`config.mk`:
```
export PLATFORM = sky130hd
export DESIGN_NAME = rs_enc_block_sched
export DESIGN_NICKNAME = d
export VERILOG_FILES = /design/src/rtl/rs_enc_block_sched.sv
export SDC_FILE = /design/constraint.sdc
export NUM_CORES = 1
export LEC_CHECK = 0
export ABC_AREA = 1
export CAP_MARGIN = 20
export CORE_MARGIN = 2
export CORE_UTILIZATION = 35
export CTS_CLUSTER_SIZE = 24
export DETAILED_ROUTE_END_ITERATION = 16
export PLACE_DENSITY = 0.52
export REMOVE_ABC_BUFFERS = 1
export SYNTH_ARGS = -nofsm -noshare
export SYNTH_HDL_FRONTEND = slang
export SYNTH_SLANG_ARGS = --single-unit
export TNS_END_PERCENT = 1
```
`constraint.sdc`:
```
create_clock -name clk_int -period 5.1 [get_ports clk_int]
set_input_delay 1.02 -clock clk_int [delete_from_list [all_inputs] [get_ports clk_int]]
set_output_delay 1.02 -clock clk_int [all_outputs]
set_load 0.02 [all_outputs]
```
`src/rtl/rs_enc_block_sched.sv`:
```
// rs_enc_block_sched
// Block scheduler placed in front of the Atlantic RS encoder sink.
// Per-block descriptors {codeword length n, check count} are validated and
// queued. Each queued block is then streamed from upstream to the encoder
// with sop/eop framing and a numcheck value that stays constant for the
// whole block. The number of codewords in flight is limited by counting
// the eops seen at the encoder output.
//
// Ports
//   clk_int, reset_int            clock (rising edge), async active-low reset
//   desc_wr/desc_len/desc_numcheck descriptor write strobe and fields
//   desc_full, desc_err           queue full; one-cycle reject/drop pulse
//   up_val/up_data/up_rdy         upstream symbol handshake
//   enc_ena                       encoder sink ready
//   enc_val/sop/eop/data          encoder sink symbol stream
//   enc_numcheck                  check count of the current block
//   enc_out_val/enc_out_eop       encoder source side, for in-flight tracking
//   busy                          scheduler has work pending or in flight
//   blocks_in/blocks_out          wrapping eop counts, sent and received
module rs_enc_block_sched #(
    parameter int M          = 4,
    parameter int CHECK      = 6,
    parameter int WIDE       = 3,
    parameter int LEN_W      = 8,
    parameter int DESC_DEPTH = 4,
    parameter int MAX_OUT    = 3
) (
    input  logic             clk_int,
    input  logic             reset_int,
    input  logic             desc_wr,
    input  logic [LEN_W-1:0] desc_len,
    input  logic [WIDE-1:0]  desc_numcheck,
    output logic             desc_full,
    output logic             desc_err,
    input  logic             up_val,
    input  logic [M-1:0]     up_data,
    output logic             up_rdy,
    input  logic             enc_ena,
    output logic             enc_val,
    output logic             enc_sop,
    output logic             enc_eop,
    output logic [M-1:0]     enc_data,
    output logic [WIDE-1:0]  enc_numcheck,
    input  logic             enc_out_val,
    input  logic             enc_out_eop,
    output logic             busy,
    output logic [15:0]      blocks_in,
    output logic [15:0]      blocks_out
);

    localparam int AW = $clog2(DESC_DEPTH);
    localparam int CW = AW + 1;

    typedef enum logic [1:0] {
        IDLE,
        LOAD,
        SEND
    } state_t;

    state_t          state;
    logic [M-1:0]    k_mem  [DESC_DEPTH];
    logic [WIDE-1:0] nc_mem [DESC_DEPTH];
    logic [AW-1:0]   wr_ptr;
    logic [AW-1:0]   rd_ptr;
    logic [CW-1:0]   count;
    logic [M-1:0]    kreg;
    logic [M-1:0]    sym_cnt;

    logic            queue_full;
    logic            queue_empty;
    logic            push;
    logic            pop;
    logic            in_send;
    logic            xfer;
    logic            last_sym;
    logic [M-1:0]    k_new;
    logic [15:0]     inflight;

    // A descriptor is usable only if it carries 1..CHECK check symbols,
    // fits in a codeword of 2^M-1 symbols, and leaves at least one
    // message symbol.
    function automatic logic desc_ok(input logic [LEN_W-1:0] len,
                                     input logic [WIDE-1:0]  nc);
        desc_ok = (nc != '0) &&
                  (int'(nc) <= CHECK) &&
                  (int'(len) <= (2 ** M) - 1) &&
                  (int'(len) > int'(nc));
    endfunction

    // For accepted descriptors len fits in M bits, so the low bits give k.
    assign k_new       = desc_len[M-1:0] - M'(desc_numcheck);
    assign queue_full  = (count == CW'(DESC_DEPTH));
    assign queue_empty = (count == '0);
    assign inflight    = blocks_in - blocks_out;

    // Overflow uses the current occupancy, so a same-cycle pop does not
    // rescue a write into a full queue.
    assign push = desc_wr && desc_ok(desc_len, desc_numcheck) && !queue_full;
    assign pop  = (state == LOAD) && !queue_empty && (inflight < 16'(MAX_OUT));

    assign in_send  = (state == SEND);
    assign xfer     = in_send && up_val && enc_ena;
    assign last_sym = (sym_cnt == kreg - 1'b1);

    // Sink side is a straight pass-through while a block is being sent.
    assign enc_val   = in_send && up_val;
    assign enc_sop   = enc_val && (sym_cnt == '0);
    assign enc_eop   = enc_val && last_sym;
    assign enc_data  = in_send ? up_data : '0;
    assign up_rdy    = in_send && enc_ena;
    assign desc_full = queue_full;
    assign busy      = (state != IDLE) || !queue_empty || (inflight != '0);

    // Descriptor storage holds data only; validity is tracked by count.
    always_ff @(posedge clk_int) begin
        if (push) begin
            k_mem[wr_ptr]  <= k_new;
            nc_mem[wr_ptr] <= desc_numcheck;
        end
    end

    always_ff @(posedge clk_int or negedge reset_int) begin
        if (!reset_int) begin
            state        <= IDLE;
            wr_ptr       <= '0;
            rd_ptr       <= '0;
            count        <= '0;
            kreg         <= '0;
            sym_cnt      <= '0;
            enc_numcheck <= '0;
            blocks_in    <= '0;
            blocks_out   <= '0;
            desc_err     <= 1'b0;
        end else begin
            desc_err <= desc_wr && (!desc_ok(desc_len, desc_numcheck) || queue_full);

            if (push) begin
                wr_ptr <= wr_ptr + 1'b1;
            end
            if (pop) begin
                rd_ptr <= rd_ptr + 1'b1;
            end
            count <= count + CW'(push) - CW'(pop);

            // Both counters may step in the same cycle; inflight is their
            // difference, so that case leaves it unchanged.
            if (enc_out_val && enc_out_eop) begin
                blocks_out <= blocks_out + 1'b1;
            end
            if (xfer && last_sym) begin
                blocks_in <= blocks_in + 1'b1;
            end

            case (state)
                IDLE: begin
                    if (!queue_empty) begin
                        state <= LOAD;
                    end
                end
                LOAD: begin
                    if (queue_empty) begin
                        state <= IDLE;
                    end else if (pop) begin
                        kreg         <= k_mem[rd_ptr];
                        enc_numcheck <= nc_mem[rd_ptr];
                        sym_cnt      <= '0;
                        state        <= SEND;
                    end
                end
                SEND: begin
                    if (xfer) begin
                        sym_cnt <= sym_cnt + 1'b1;
                        if (last_sym) begin
                            state <= queue_empty ? IDLE : LOAD;
                        end
                    end
                end
                default: state <= IDLE;
            endcase
        end
    end

endmodule

```
==> results.yml <==
outcome:
  status: "completed"
clocking:
  post_cts_buffers: 0
  cts_tree: "built"
  cts_buffers: 9
  clkTransAtPathRegs_ns: 0.06
  clock_sinks: 81
  insertion_delay_ns: 0.35
  ctsResizeCount: 0
  postCtsHoldBufs: 0
  htree_levels: 3
  cts.path.max_buffers: 2
  cts_root_buffer: "clkbuf_16"
timing:
  fin_crit_sh: 0.829
  setup_viol: 0
  period_needed_ns: 4.23
  tightestPinTransition_ns: 0.724
  hold_viol_final: 0
  rsz0062_at_grt: "false"
  report.final.slew_viol_count: 0
  holdWs_ns: 0.504
  fin_skew_ns: 0.00789
  fmax_mhz: 237
  setup_tns_ns: 0
  max-slew-margin-rel: 0.517
global_routing:
  grt_overflow: 0
  grt_pass1_vias: 4098
  grt_usage: 0.158
  antenna_found_initial: 0
  grt_pass1_wl_um: 19600
  grt_max_degree: 54
critical_path:
  start_kind: "flop"
  timing.rr.end: "count[2]"
  r2r_slack_ns: 1.40
  critPathMaxFanout: 8
  r2r_cells: 19
  setup.worst_path.end_class: "output pin"
  cp_data_required_time_ns: 4.08
  arrival_ns: 3.21
  crit_slowest_cell: "clkdlybuf4s50_1"
  crit-reg2reg-launch: "blocks_in[0]"
  crit_buf_inv: 3
  cp_slowest_stage_delay_ns: 0.56
  path_cells: "inv_1 > ha_1 > fa_1 > inv_1 > nand3_1 > nand3_1 > nand3_1 > nand4_1 > nand2_1 > nor2_1 > nand2_2 > nor2_4 > nand4_1 > clkdlybuf4s50_1"
  crit_top_cell: "nand3_1"
  path_delay_family: "simple AND/OR/NAND/NOR gates"
  path_class: "reg2out"
logic_synthesis:
  synth_top_family_by_area: "simple AND/OR/NAND/NOR gates"
  seq_area_frac_synth: 0.428
  ys_ff_latch: 81
  postSynthCellCount: 610
  synth_fa_ha_area_frac: 0.0835
  yosysUniqueCellTypes: 36
  yosys_warnings: 0
  synth_area_per_cell_um2: 8.31
  yosys.area_share.xor_xnor: 0.0795
  synthTopCellsByArea: "dfrtp_1 26%, edfxtp_1 17%, nand2_1 11%"
  syn_area_um2: 5070
  synth-simple-area-share: 0.256
  synth_top_area_cell: "dfrtp_1"
  synth_compound_area_frac: 0.0598
  synth_top_area_frac: 0.262
  muxShareOfSynthArea: 0.00222
die:
  core_um2: 14000
  die_w_um: 124
  io_pins: 68
  dieArea_um2: 15500
  die_h_um: 124
  start_util: 0.362
  row_count: 43
route:
  finalWirelength_um: 11800
  ant_nets: 0
  drcViolationCount: 0
  wl_per_cell_um: 13.6
  vias_per_cell: 4.69
  drt_iter0_drc: 180
  num_vias: 4067
  first_pass_iters: 4
layout:
  drive_above_1_share: 0.0727
  n_fill_cell: 1390
  area_growth_pct: 23.0
  final_util: 0.446
  antennaDiodeCount: 0
  layout_commonest_cell: "nand2_1"
  nets: 737
  layout_common_cells: "151 x nand2_1, 112 x inv_1, 66 x clkdlybuf4s50_1"
worst_hold_path:
  hold_depth: 2
  hold_path_end: "kreg[3]"
  min_from: "kreg[3]"
  hp-class: "reg2reg"
power:
  p_leak_nw: 3.01
  vdd_ir_drop_max_mv: 0.168
  power_w: 0.00196
  powerDensity_nw_per_um2: 315
job:
  maxCapViolCount: 0
placement:
  gp_congestion: 0.837
  hpwl_um: 9060
  portBuffers: 67
[stage by stage]
stage	std cells	area (µm²)	setup WS [ns]
6_report	868	6230	0.874
5_1_grt	868	6230	0.636
4_1_cts	868	6230	0.830
3_5_place_dp	852	5930	0.922
3_3_place_gp	852	5930	1.03
2_1_floorplan	604	5030	1.67
[worst max path at each step]
stage                           from        to  cells past startpoint
floorplan                desc_len[0]  count[2]                     12
global placement    desc_numcheck[0]  count[2]                     12
detailed placement  desc_numcheck[0]  count[2]                     12
CTS                     blocks_in[0]      busy                     14
global route            blocks_in[0]      busy                     14
finish                  blocks_in[0]      busy                     14
[final cells by class]
cell class / instances / area [µm²] / area share
Clock buffer: 11 / 243 / 0.0389
Clock inverter: 5 / 62.6 / 0.0100
Inverter: 113 / 424 / 0.0681
Multi-Input combinational cell: 410 / 2440 / 0.391
Sequential cell: 81 / 2170 / 0.348
Tap cell: 180 / 225 / 0.0361
Timing Repair Buffer: 68 / 673 / 0.108
[worst reg2reg max path, stage by stage, from the launching register on]
cell and delay [ns]:
dfrtp_1 0.50, inv_1 0.10, ha_1 0.23, fa_1 0.41, inv_1 0.09, nand3_1 0.07
nand3_1 0.16, nand3_1 0.13, nand4_1 0.10, nand2_1 0.05, nor2_1 0.13, nand2_2 0.08
nor2_4 0.12, nand3_4 0.31, inv_1 0.19, ha_1 0.13, inv_1 0.03, ha_1 0.18
fa_1 0.38, xor2_1 0.17
[sequential cells by signal, summed over array words and instances (netlist names), 3 cells and up]
name,count
blocks_in,16
blocks_out,16
k_mem,16
nc_mem,12
kreg,4
sym_cnt,4
count,3
enc_numcheck,3
[per-layer routing]
layer,vias up,global-route usage,part of all wire
met2,78,0.285,0.51
li1,2081,-,-
met4,0,0.0529,0.023
met1,1889,0.181,0.43
met5,-,0,0
met3,19,0.0408,0.037
[kinds of logic (layout without fill, tap and decap cells)]
group,Yosys count,count (layout)
adders and majority gates,32,32
xor gates and xnor gates,46,46
muxes,1,1
DFF,81,81
buffers and inverters,119,197
AOI/OAI and AO/OA,46,46
and+or+nand+nor,285,285
[synth_stat cells]
cell type / number
xnor2_1: 13
fa_1: 3
xor2_1: 33
a21boi_0: 1
a21oi_1: 18
or2_2: 1
nand2_1: 151
nor2_2: 2
mux2_2: 1
inv_1: 112
nand3_2: 3
nand2_2: 11
a32o_1: 7
nand3_1: 30
buf_6: 2
nand3b_1: 1
o211ai_1: 1
nand3_4: 1
edfxtp_1: 28
dfrtp_1: 53
nor3_1: 10
nor4_4: 1
nor2_4: 1
ha_1: 29
nor3_4: 1
nor3_2: 3
nor2_1: 49
clkinv_1: 1
clkbuf_1: 4
or2_0: 1
o21ai_0: 10
and2_1: 3
o21ai_2: 8
nor4_1: 4
nand4_1: 12
o21bai_1: 1
[power breakdown]
| group | switching, W | internal [W] |
|---|---|---|
| logic | 0.000306 | 0.000207 |
| registers | 0.0000528 | 0.000728 |
| clock network | 0.000274 | 0.000396 |
| total | 0.000633 | 0.00133 |
Note: power is estimated with default switching activity, not from simulation.
